**config.mk**
```make
export PLATFORM = sky130hd
export DESIGN_NAME = exec_arbiter
export DESIGN_NICKNAME = d
export VERILOG_FILES = /design/src/rtl/exec_arbiter_pkg.sv /design/src/rtl/exec_arbiter_rr_select.sv /design/src/rtl/exec_arbiter.sv
export SDC_FILE = /design/constraint.sdc
export NUM_CORES = 1
export LEC_CHECK = 0
export BUFFER_PORTS_ARGS = -buffer_cell sky130_fd_sc_hd__buf_2
export CAP_MARGIN = 5
export CORE_ASPECT_RATIO = 1.2
export CORE_UTILIZATION = 44
export DETAILED_ROUTE_END_ITERATION = 6
export PLACE_DENSITY = 0.86
export SLEW_MARGIN = 20
export SYNTH_ARGS = -nofsm -noshare
export SYNTH_HDL_FRONTEND = slang
export SYNTH_SLANG_ARGS = --single-unit
export TNS_END_PERCENT = 1
```
**constraint.sdc**
```tcl
create_clock -name clk -period 2.37 [get_ports clk]
set_clock_uncertainty 0.05 [all_clocks]
set_input_delay 0.474 -clock clk [delete_from_list [all_inputs] [get_ports clk]]
set_output_delay 0.474 -clock clk [all_outputs]
set_load 0.05 [all_outputs]
```
**src/rtl/exec_arbiter_pkg.sv**
```systemverilog
// Shared definitions for the execution-unit arbiter.
//   LEN_CONTEXT : width of the branch context mask
//   state_e     : arbiter FSM states (2-bit encoding)
//   ctx_match   : squash test of a context mask against the active hazard
package exec_arbiter_pkg;

  localparam int unsigned LEN_CONTEXT = 4;

  typedef enum logic [1:0] {
    StIdle = 2'd0,
    StRun  = 2'd1,
    StDone = 2'd2
  } state_e;

  // High when a hazard is flagged and it names at least one context in ctx.
  function automatic logic ctx_match(input logic                   hazard,
                                     input logic [LEN_CONTEXT-1:0] info,
                                     input logic [LEN_CONTEXT-1:0] ctx);
    return hazard & (|(info & ctx));
  endfunction

endpackage

```
**src/rtl/exec_arbiter_rr_select.sv**
```systemverilog
// rr_select: pick one eligible requester, searching upward from ptr and
// wrapping N_REQ-1 -> 0. With ptr tied to 0 this is lowest-index priority.
//   eligible : requesters allowed to win this cycle
//   ptr      : index where the search starts
//   grant    : one-hot winner, zero when nothing is eligible
module rr_select #(
  parameter int N_REQ  = 4,
  parameter int LEN_ID = 2
) (
  input  logic [N_REQ-1:0]  eligible,
  input  logic [LEN_ID-1:0] ptr,
  output logic [N_REQ-1:0]  grant
);

  int unsigned idx;
  logic        found;

  always_comb begin
    grant = '0;
    found = 1'b0;
    idx   = 0;
    for (int off = 0; off < N_REQ; off++) begin
      idx = (32'(ptr) + 32'(off)) % 32'(N_REQ);
      if (!found && eligible[idx]) begin
        grant[idx] = 1'b1;
        found      = 1'b1;
      end
    end
  end

endmodule

```
**src/rtl/exec_arbiter.sv**
```systemverilog
// exec_arbiter: shares one execution unit among N_REQ issue slots.
// An eligible requester is granted from IDLE, the op runs until u_done, and
// the result is released in DONE unless a branch hazard squashed its context.
// Build option: define EXEC_ARB_RR_EN for round-robin selection; otherwise
// lowest eligible index wins.
// Ports:
//   clk, rst            : clock, asynchronous active-high reset
//   req, req_context    : ready requests and per-requester context masks
//   grant, u_start      : accept pulse to the requester / start to the unit
//   u_id, u_done        : index of op in flight / completion from the unit
//   branch_hazard,
//   hazard_context_info : flush request and contexts to squash
//   res_valid, res_id   : commit pulse and its requester index
//   busy                : arbiter not idle
module exec_arbiter
  import exec_arbiter_pkg::*;
#(
  parameter  int N_REQ  = 4,
  localparam int LEN_ID = (N_REQ > 1) ? $clog2(N_REQ) : 1
) (
  input  logic                         clk,
  input  logic                         rst,
  input  logic [N_REQ-1:0]             req,
  input  logic [N_REQ*LEN_CONTEXT-1:0] req_context,
  output logic [N_REQ-1:0]             grant,
  output logic                         u_start,
  output logic [LEN_ID-1:0]            u_id,
  input  logic                         u_done,
  input  logic                         branch_hazard,
  input  logic [LEN_CONTEXT-1:0]       hazard_context_info,
  output logic                         res_valid,
  output logic [LEN_ID-1:0]            res_id,
  output logic                         busy
);

  state_e                 state_q;
  logic [LEN_ID-1:0]      u_id_q;
  logic [LEN_CONTEXT-1:0] cur_ctx_q;
  logic                   kill_q;
  logic [LEN_ID-1:0]      ptr;
  logic [N_REQ-1:0]       eligible;
  logic [N_REQ-1:0]       sel;
  logic [LEN_ID-1:0]      sel_id;
  logic                   cur_match;
  logic                   idle;

  always_comb begin
    eligible = '0;
    for (int i = 0; i < N_REQ; i++) begin
      eligible[i] = req[i] & ~ctx_match(branch_hazard, hazard_context_info,
                                        req_context[i*LEN_CONTEXT +: LEN_CONTEXT]);
    end
  end

`ifdef EXEC_ARB_RR_EN
  logic [LEN_ID-1:0] ptr_q;
  assign ptr = ptr_q;
`else
  assign ptr = '0;
`endif

  rr_select #(
    .N_REQ  (N_REQ),
    .LEN_ID (LEN_ID)
  ) u_rr_select (
    .eligible (eligible),
    .ptr      (ptr),
    .grant    (sel)
  );

  always_comb begin
    sel_id = '0;
    for (int i = 0; i < N_REQ; i++) begin
      if (sel[i]) sel_id = LEN_ID'(i);
    end
  end

  assign cur_match = ctx_match(branch_hazard, hazard_context_info, cur_ctx_q);
  // Gated by rst so nothing is granted while reset is held.
  assign idle      = (state_q == StIdle) & ~rst;
  assign grant     = idle ? sel : '0;
  assign u_start   = idle & (|eligible);
  // A hazard arriving in DONE still squashes the result.
  assign res_valid = (state_q == StDone) & ~kill_q & ~cur_match;
  assign u_id      = u_id_q;
  assign res_id    = u_id_q;
  assign busy      = (state_q != StIdle);

  always_ff @(posedge clk or posedge rst) begin
    if (rst) begin
      state_q   <= StIdle;
      u_id_q    <= '0;
      cur_ctx_q <= '0;
      kill_q    <= 1'b0;
`ifdef EXEC_ARB_RR_EN
      ptr_q     <= '0;
`endif
    end else begin
      unique case (state_q)
        StIdle: begin
          if (u_start) begin
            state_q   <= StRun;
            u_id_q    <= sel_id;
            cur_ctx_q <= req_context[sel_id*LEN_CONTEXT +: LEN_CONTEXT];
            kill_q    <= 1'b0;
`ifdef EXEC_ARB_RR_EN
            ptr_q     <= (sel_id == LEN_ID'(N_REQ - 1)) ? '0 : sel_id + LEN_ID'(1);
`endif
          end
        end
        StRun: begin
          if (cur_match) kill_q <= 1'b1;
          if (u_done) state_q <= StDone;
        end
        StDone: begin
          state_q <= StIdle;
        end
        default: begin
          state_q <= StIdle;
        end
      endcase
    end
  end

endmodule

```
==> flow_metrics.py <==
metrics = {
    "cells_and_area": {
        "instances_no_fill": 154,
        "postLayoutCoreUtil_pct": 62.0,
        "nets": 165,
        "final_layout_size_suffix_gt1_share_pct": 41.9,
        "final_cell_mix": "buf_2 (37), nor2_1 (18), dfrtp_1 (9)",
        "syn2layout_area_growth_pct": 34.0,
        "fillers": 148,
        "final_common_cell": "buf_2",
        "diodes": 0,
    },
    "power_and_ir_drop": {
        "leakage_nw": 0.506,
        "power.density_nw_per_um2": 846,
        "max-vdd-ir-drop_uv": 660,
    },
    "grt": {
        "antenna_found_initial": 0,
        "grtUsageTotal_pct": 22.9,
        "grt_max_degree": 11,
        "grt_overflow": 0,
        "grt_pass1_wl_mm": 2.90,
        "grt_pass1_vias": 719,
    },
    "synthesis": {
        "synthFlopType": "dfrtp_1",
        "yosysTopAreaCell": "dfrtp_1",
        "syn_nets": 123,
        "synthTopCellsByArea": "dfrtp_1 (30%), nor2_1 (9.0%), a22o_1 (7.0%)",
        "ys_seq_elements": 9,
        "async_reset_ff_share_pct": 100,
        "synth_edf_count": 0,
        "yosys_warnings": 0,
        "ys_types": 33,
        "syn_area_um2": 751,
        "synth_top_area_share_pct": 30.0,
        "syn_inst": 95,
        "avgSynthCellArea_um2": 7.90,
        "ys_seq_area_share_pct": 30.0,
    },
    "timing": {
        "finalSetupViolCount": 0,
        "layout_setup_ws_ns": 0.0488,
        "fin_setup_tns_ns": 0,
        "period_needed_ns": 2.32,
        "hold_viol": 0,
        "worstMarginPinSlew_ns": 0.382,
        "slew_headroom_pct": 74.4,
        "rsz0062_at_grt": "false",
        "min_period_over_period_pct": 97.9,
        "final_max_slew_viol_count": 0,
        "max_freq_ghz": 0.431,
    },
    "floorplanning": {
        "dieArea_um2": 1880,
        "ios": 39,
        "die_w_um": 39.7,
        "rows": 16,
        "die_h_um": 47.3,
        "core_um2": 1620,
        "start_util_pct": 46.3,
    },
    "drt": {
        "drcViolationCount": 0,
        "wl_mm": 2.09,
        "num_vias": 870,
        "ant_nets": 0,
        "met3WireLength_um": 140,
        "drt-vias-per-instance": 5.65,
        "drt_iter0_drc": 24,
        "routed.top_layer": "met4",
        "dr.pass1.iters": 5,
        "wl_met2_mm": 1.06,
        "routedWlPerCell_um": 13.6,
        "met1_length_um": 872,
    },
    "place": {
        "gp_congestion": 0.892,
        "dp.cells": 150,
        "pre_cts_slack_ns": 0.0322,
        "dpl.hpwl_mm": 1.74,
        "place.port_buffers": 38,
    },
    "setup_path": {
        "crit_chain": "buf_2 > a222oi_1 > a21boi_1 > nand2b_4 > a41oi_2 > clkbuf_4",
        "crit_fanout": 5,
        "path_class": "in -> out",
        "critPathMaxStageDelay_ns": 0.38,
        "end_kind": "primary output",
        "start_kind": "input port",
        "critical_path_arrival_ns": 1.80,
        "cp_top_family": "compound AO/OA/AOI/OAI gates",
        "path_buf_inv": 2,
        "rr_startpoint": "state_q[1]",
        "required_ns": 1.85,
        "crit_start": "hazard_context_info[0]",
        "slowest_stage": "a222oi_1",
    },
    "clock_network": {
        "htreeDepth": 1,
        "clock_latency_ns": 0.25,
        "cts_max_path_buffers": 2,
        "cts_hold_buf": 0,
        "cts_sinks": 9,
        "cts_root_buf": "clkbuf_4",
        "clk_pin_slew_ns": 0.06,
        "cts_setup_buffers": 0,
        "cts_buffers": 3,
        "cts_tree": "done",
        "ctsResizeCount": 0,
    },
    "outcome": {
        "status": "finished clean",
    },
    "job": {
        "maxCapViolCount": 0,
    },
    "min_path": {
        "hp-class": "in -> async",
    },
}
==> sequential cells by signal, summed over array words and instances, names as in the netlist <==
| signal | flops |
|---|---|
| cur_ctx_q | 4 |
| res_id | 2 |
| state_q | 2 |
| kill_q | 1 |
==> report_power, final <==
| group | internal, mW | switching (mW) |
|---|---|---|
| clock | 0.0647 | 0.0505 |
| sequential | 0.219 | 0.0399 |
| combinational | 0.158 | 0.319 |
==> through the flow <==
| step | area [um^2] | power [mW] | hold slack (ns) |
|---|---|---|---|
| floorplan | 756 | 0.632 | 0.252 |
| global placement | 975 | 0.723 | 0.402 |
| detailed placement | 975 | 0.736 | 0.422 |
| CTS | 1000 | 0.855 | 0.144 |
| global route | 1010 | 0.904 | 0.156 |
| finish | 1010 | 0.851 | 0.141 |
==> kinds of logic after synthesis <==
| family | synth area share, % |
|---|---|
| buffers and inverters | 8.17 |
| DFF | 30.0 |
| and+or+nand+nor | 25.3 |
| AOI/OAI and AO/OA | 36.5 |
==> final timing paths <==
kind / slack [ns] / end / cells after the start
setup / recovery: 0.05 / u_start / 6
hold / removal: 0.14 / res_id[1] / 2
setup reg to reg: 0.73 / cur_ctx_q[3] / 5
hold reg to reg: 0.48 / cur_ctx_q[2] / 2
max in group asynchronous: 1.88 / kill_q / 2
min in group clk: 0.36 / state_q[0] / 2
==> per-layer routing <==
| layer | GRT usage, % | vias up |
|---|---|---|
| met5 | 0 | - |
| li1 | - | 430 |
| met1 | 28.1 | 397 |
| met4 | 11.0 | 0 |
| met3 | 3.32 | 4 |
| met2 | 38.7 | 39 |
==> worst register-to-register path, stage by stage (launching register included) <==
cell and delay, ns:
dfrtp_1 0.38, or3_1 0.48, a41oi_2 0.23, buf_4 0.22, nor2_1 0.05, a31oi_1 0.15
==> cell type report <==
type | instances | area (um^2) | share of cell area, %
inverter | 6 | 22.5 | 2.24
sequential | 9 | 225 | 22.4
timing repair buffer | 44 | 238 | 23.6
tap | 18 | 22.5 | 2.24
clock buffer | 4 | 26.3 | 2.61
multi-input combinational | 73 | 472 | 46.9
==> Yosys cell counts, types with 2 or more instances <==
| cell type | number |
|---|---|
| buf_4 | 3 |
| nand2_1 | 8 |
| a21oi_1 | 2 |
| nand2b_1 | 4 |
| dfrtp_1 | 9 |
| nor2_1 | 18 |
| a21oi_2 | 3 |
| clkbuf_1 | 3 |
| a22oi_1 | 2 |
| and2_1 | 2 |
| a311oi_1 | 3 |
| o21ai_0 | 2 |
| o32a_1 | 3 |
| inv_1 | 6 |
| a22o_1 | 6 |
| o21ai_1 | 2 |
| a31oi_1 | 3 |
No activity file was read; power rests on OpenSTA's default activity.
